--- src/rtl/bus_arbiter.sv ---
// bus_arbiter: two-requester round-robin arbiter driving the select line of a
// 2:1 bus multiplexer. Grants are registered and held until the owner releases
// (done pulse or dropped request); a waiting requester takes over with no idle
// cycle in between.
// Optional feature: define BUS_ARBITER_TIMEOUT_EN to revoke an owner that has
// held the bus for HOLD_MAX cycles while the other side is requesting.
module bus_arbiter #(
  parameter int unsigned HOLD_MAX = 8
) (
  input  logic clk,
  input  logic rst_n,
  input  logic req_a,
  input  logic req_b,
  input  logic done_a,
  input  logic done_b,
  output logic grant_a,
  output logic grant_b,
  output logic select,
  output logic busy,
  output logic timeout
);

  typedef enum logic [1:0] {
    IDLE  = 2'd0,
    OWN_A = 2'd1,
    OWN_B = 2'd2
  } state_t;

  state_t state;
  state_t state_nxt;

  // last_b = 1 when B was the most recent owner (A then wins the next tie)
  logic last_b;
  logic last_b_nxt;
  logic select_q;
  logic select_nxt;

  logic owner_release;
  logic other_req;
  logic hold_expired;
  logic revoke;

  if (HOLD_MAX < 2 || HOLD_MAX > 255) begin : g_hold_max_check
    $error("bus_arbiter: HOLD_MAX must be in 2..255");
  end

  // Release condition and competing request, seen from the current owner
  assign owner_release = ((state == OWN_A) && (done_a || !req_a)) ||
                         ((state == OWN_B) && (done_b || !req_b));
  assign other_req     = ((state == OWN_A) && req_b) ||
                         ((state == OWN_B) && req_a);
  // A voluntary release always takes precedence over a forced handoff
  assign revoke        = hold_expired && !owner_release && other_req;

`ifdef BUS_ARBITER_TIMEOUT_EN
  localparam logic [7:0] HOLD_LAST = 8'(HOLD_MAX - 1);

  logic [7:0] hold_cnt;
  logic       timeout_q;

  // Hold counter: clears on any state entry, saturates at HOLD_MAX-1 while owned
  always_ff @(posedge clk or negedge rst_n) begin
    if (!rst_n) begin
      hold_cnt <= '0;
    end else if (state_nxt != state) begin
      hold_cnt <= '0;
    end else if ((state != IDLE) && (hold_cnt != HOLD_LAST)) begin
      hold_cnt <= hold_cnt + 8'd1;
    end
  end

  // Timeout pulse: high during the first cycle after a forced handoff
  always_ff @(posedge clk or negedge rst_n) begin
    if (!rst_n) begin
      timeout_q <= 1'b0;
    end else begin
      timeout_q <= revoke;
    end
  end

  assign hold_expired = (state != IDLE) && (hold_cnt == HOLD_LAST);
  assign timeout      = timeout_q;
`else
  assign hold_expired = 1'b0;
  assign timeout      = 1'b0;
`endif

  // State, priority flag and select registers
  always_ff @(posedge clk or negedge rst_n) begin
    if (!rst_n) begin
      state    <= IDLE;
      last_b   <= 1'b1;
      select_q <= 1'b0;
    end else begin
      state    <= state_nxt;
      last_b   <= last_b_nxt;
      select_q <= select_nxt;
    end
  end

  // Next-state selection; select and priority follow whichever side is entered
  always_comb begin
    state_nxt  = state;
    last_b_nxt = last_b;
    select_nxt = select_q;

    case (state)
      IDLE: begin
        if (req_a && req_b) begin
          state_nxt = last_b ? OWN_A : OWN_B;
        end else if (req_a) begin
          state_nxt = OWN_A;
        end else if (req_b) begin
          state_nxt = OWN_B;
        end
      end
      OWN_A: begin
        if (owner_release) begin
          state_nxt = req_b ? OWN_B : IDLE;
        end else if (revoke) begin
          state_nxt = OWN_B;
        end
      end
      OWN_B: begin
        if (owner_release) begin
          state_nxt = req_a ? OWN_A : IDLE;
        end else if (revoke) begin
          state_nxt = OWN_A;
        end
      end
      default: begin
        state_nxt = IDLE;
      end
    endcase

    if (state_nxt == OWN_A) begin
      last_b_nxt = 1'b0;
      select_nxt = 1'b0;
    end else if (state_nxt == OWN_B) begin
      last_b_nxt = 1'b1;
      select_nxt = 1'b1;
    end
  end

  assign grant_a = (state == OWN_A);
  assign grant_b = (state == OWN_B);
  assign busy    = grant_a | grant_b;
  assign select  = select_q;

endmodule

--- config.mk ---
export PLATFORM = sky130hd
export DESIGN_NAME = bus_arbiter
export DESIGN_NICKNAME = d
export VERILOG_FILES = /design/src/rtl/bus_arbiter.sv
export SDC_FILE = /design/constraint.sdc
export NUM_CORES = 1
export LEC_CHECK = 0
export ABC_CLOCK_PERIOD_IN_PS = 2570
export CAP_MARGIN = 0
export CORE_AREA = 2 2 39 41
export DETAILED_ROUTE_END_ITERATION = 6
export DIE_AREA = 0 0 41 43
export PLACE_DENSITY = 0.57
export SYNTH_ARGS = -nofsm -noshare
export SYNTH_HDL_FRONTEND = slang
export SYNTH_SLANG_ARGS = --single-unit
--- constraint.sdc ---
create_clock -name clk -period 2.57 [get_ports clk]
set_input_delay 0.257 -clock clk [delete_from_list [all_inputs] [get_ports clk]]
set_output_delay 0.257 -clock clk [all_outputs]
set_load 0.1 [all_outputs]
After elaboration in Yosys (flattened, before gate mapping)
Index checks and enable logic that the tools add are counted.
{"block": "totals", "reg_bits": 4, "output_inout_bits": 5, "elab_cells": 29}
{"block": "op_classes", "eq_ne": 4, "muxes": 11, "bitwise": 1, "reduce_logical": 10}
{"cell": "2-bit two-way mux", "n": 7}
{"cell": "2-bit one-hot mux with 3 select lines", "n": 1}
{"cell": "2-bit by 1-bit == test with 1-bit output (second input constant)", "n": 2}
{"cell": "2-bit == test (second input constant)", "n": 2}
{"cell": "1-bit logical AND", "n": 3}
{"cell": "1-bit logical OR", "n": 3}
{"cell": "1-bit two-way mux", "n": 3}
{"cell": "1-bit logical NOT", "n": 2}
{"cell": "2-bit logical NOT", "n": 1}
{"cell": "2-bit nonzero test", "n": 1}
{"cell": "1-bit OR", "n": 1}

Depth between registers and ports, before layout
{"block": "logic_depth", "depth_word": 9, "depth_mapped": 9}

Worst setup path before layout
OpenSTA, ideal clock, no wires.
{"block": "synth_timing", "path_type": "reg2reg", "startpoint": "reg state[1]", "endpoint": "reg select_q, in the netlist select", "setup_ns": 0.129, "t_arrival_ns": 2.534, "t_required_ns": 2.441, "setup_slack_ns": -0.093, "path_stages_with_launch": 9, "path_buffers": 0, "cell_sequence": "dfrtp_1 -> inv_1 -> ha_1 -> a22o_1 -> mux2_4 -> a21o_1 -> ha_1 -> nand2_1 -> o21ai_0"}
{"block": "synth_via", "elab_chain_len": 7, "word_cells_on_any_way": 16, "classes_between": "4 x eq/ne; 7 x mux; 5 x reduce/logical"}
{"item": "start, declared", "line_no": "29", "rtl": "state_t state;"}
{"item": "start signal, assigned", "line_no": "95", "rtl": "state <= state_nxt;"}
{"item": "2-bit by 1-bit == test with 1-bit output *"}
{"item": "net grant_a", "line_no": "16", "rtl": "output logic grant_a,"}
{"item": "1-bit logical AND", "line_no": "48", "rtl": "assign owner_release = ((state == OWN_A) && (done_a || !req_a)) ||"}
{"item": "1-bit logical OR", "line_no": "48"}
{"item": "2-bit two-way mux (on tied branches)", "line_no": "125, 118"}
{"item": "2-bit one-hot mux with 3 select lines *", "line_no": "107", "rtl": "case (state)"}
{"item": "2-bit by 1-bit == test with 1-bit output or 2-bit == test (tied branches)", "line_no": "136, 139"}
{"item": "1-bit two-way mux or 2-bit nonzero test (tied branches)"}
{"item": "end signal, assigned", "line_no": "97", "rtl": "select_q <= select_nxt;"}
{"item": "end, declared", "line_no": "35", "rtl": "logic select_q;"}
The timed path passes the listed nets; every way through them passes the cells marked *.
A chain may end at the register's enable or synchronous reset.

Final worst setup path
{"block": "layout_timing", "startpoint": "reg state[1]", "endpoint": "reg select_q, in the netlist select"}
{"block": "layout_via", "elab_chain_len": 7, "word_cells_on_any_way": 16, "classes_between": "4 x eq/ne; 7 x mux; 5 x reduce/logical"}
{"item": "2-bit by 1-bit == test with 1-bit output or 2-bit == test (tied branches)", "line_no": "48, 107, 49"}
{"item": "1-bit logical AND (on tied branches)", "line_no": "48, 49"}
{"item": "1-bit logical OR", "line_no": "48"}
{"item": "2-bit two-way mux (on tied branches)", "line_no": "125, 118"}
{"item": "2-bit one-hot mux with 3 select lines *", "line_no": "107"}
{"item": "net state_nxt[0]", "line_no": "30", "rtl": "state_t state_nxt;"}
{"item": "2-bit by 1-bit == test with 1-bit output or 2-bit == test (tied branches)", "line_no": "136, 139"}
{"item": "1-bit two-way mux or 2-bit nonzero test (tied branches)"}
Marked as above.

==> metrics <==
Critical Path End select; Hold-fix buffers, CTS 0; routability cong. roughly 0.65; DR iter-0 viols 3; post-DP HPWL slightly above 500 µm; Sink Count 4; CP max FO 6; remaining global-route overflow 0; flop-to-flop setup slack around 0.52 ns; total track usage under 10%; die area roughly 1800 µm²; max frequency ~0.5 GHz; Final TNS setup 0 ns; critical path class register to register; Initial Util about a quarter; initial antenna violation count 0; clk buf depth 2; crit path time final 2.05 ns; Distinct cells, synth 20; diodes inserted 0; Post-Route WL 622 µm; final hold violation count 0; CTS tree built; antenna-violating nets left 0; max-cap check violation count 0; CTS HTree Levels 1; setup bufs post-CTS 0; I/O Buffers 9; setup violators final 0; syn nets 49; top cell type's share of synthesized area a little under a quarter; core box area 1380 µm²; CTS Root Cell clkbuf_4; Reg-to-Reg Start state[1]; CP required 2.67 ns; first-pass GRT wire length ~980 µm; clk_lat worst skew between 0.2 and 0.25 ns; Worst EP arrival about 2.2 ns; Max Slew Vio Count 0; DIE WIDTH a little over 40 µm; crit path launch state[1]; Total Nets Final 62; drt drc 0; worst hold slack approximately 0.23 ns; Mapped Area roughly 330 µm²; Mapped Cells 38; Synth-to-Final Area Change 37.4%; class of the worst hold path primary input to asynchronous set/reset pin; status finished, final reports clean; Layout Skew ~0.0042 ns; vias in the first global route between 200 and 250; cell taking the most area after synthesis dfrtp_1; FF-to-FF End select; WL/cell 9.42 µm; Setup crit end kind register; Rows 14; clk slew on worst S/H paths about 0.04 ns; #FFs+latches synth 4; RSZ-0062 raised after global routing no; 1st-pass router iterations 2; # IOs 11; largest net degree at the start of global routing 7; Vias approximately 290; DIE HEIGHT approximately 43 µm; most frequent cells in the layout nand2_1 (5), clkdlybuf4s50_1 (5), inv_1 (4), buf_4 (4); Critical Path Source Type register; DR vias/cell between 4 and 5; reg2reg path depth 9; period utilization between 70% and 80%; Post-CTS Resized 0; sequential-to-total area share from yosys stat a little under a third; layout cells sized above 1 between 20% and 30%; CTS buffer count 3; syn_area_per_cell between 8 and 9 µm²; yosys warns 0; fin util between 30 and 40%; synth top area cells dfrtp_1 (23%), ha_1 (19%), dfstp_2 (7.9%)
[state kept, by name, summed over array words and instances, names as in the netlist]
register and cells:
state 2, last_b 1, select 1
[layout make-up]
type	instances	area, µm²
repair buffers	9	80.1
inverters	4	15.0
flip-flops and latches	4	101
fillers	145	928
well taps	16	20.0
clock buffers	4	26.3
multi-input cells	29	213
[cells in the mapped netlist]
library cell / count
nor2_1: 1
o21ai_0: 3
mux2_4: 1
a22oi_1: 1
o22ai_1: 1
a21oi_1: 3
dfstp_2: 1
o21bai_1: 1
o32ai_1: 1
conb_1: 1
dfrtp_1: 3
ha_1: 5
or2b_1: 1
nand2_1: 5
a21o_1: 1
a22o_1: 1
inv_1: 4
nand2b_1: 2
a21boi_0: 1
buf_4: 1
[per-layer routing]
layer  wire, µm  track usage (%)  vias up  share of wire (%)
met5          0                0        -                  0
met2        287             12.2        6                 46
met4          0             8.00        0                  0
met1        298             9.74      126                 48
met3         36             4.71        0                5.8
li1           -                -      153                  -
[worst max-delay path, stage by stage, from the launching register on]
cell and delay [ns]:
dfrtp_1 0.41, inv_1 0.10, ha_2 0.23, inv_1 0.05, o21bai_1 0.17, a21oi_1 0.09, o32ai_1 0.38, ha_1 0.33
nand2_1 0.06, o21ai_0 0.08
[logic make-up (layout without fill, tap and decap cells)]
| family | count (synthesis) | count (layout) | share of synthesized area [%] |
|---|---|---|---|
| AOI/OAI and AO/OA | 13 | 13 | 25.3 |
| and+or+nand+nor | 9 | 9 | 12.8 |
| adders and majority gates | 5 | 5 | 18.9 |
| buffers and inverters | 5 | 17 | 6.79 |
| DFF | 4 | 4 | 30.6 |
| other | 1 | 1 | 1.13 |
| muxes | 1 | 1 | 4.53 |
[per-stage QoR]
step | instances | instance area, µm² | worst slack (ns)
finish | 66 | 455 | 0.522
global route | 66 | 455 | 0.351
CTS | 66 | 455 | 0.542
detailed placement | 62 | 429 | 0.378
global placement | 62 | 429 | 0.369
floorplan | 38 | 337 | 0.252
[how the worst min path moves through the flow]
stage,startpoint,end,cells past startpoint
detailed placement,last_b,last_b,2
CTS,rst_n,state[0],1
global placement,rst_n,select,1
finish,rst_n,state[0],1
global route,rst_n,state[0],1
floorplan,rst_n,select,0
Power is not shown: default switching activity piles up to over one toggle a cycle in this logic, so the estimate is an artifact.
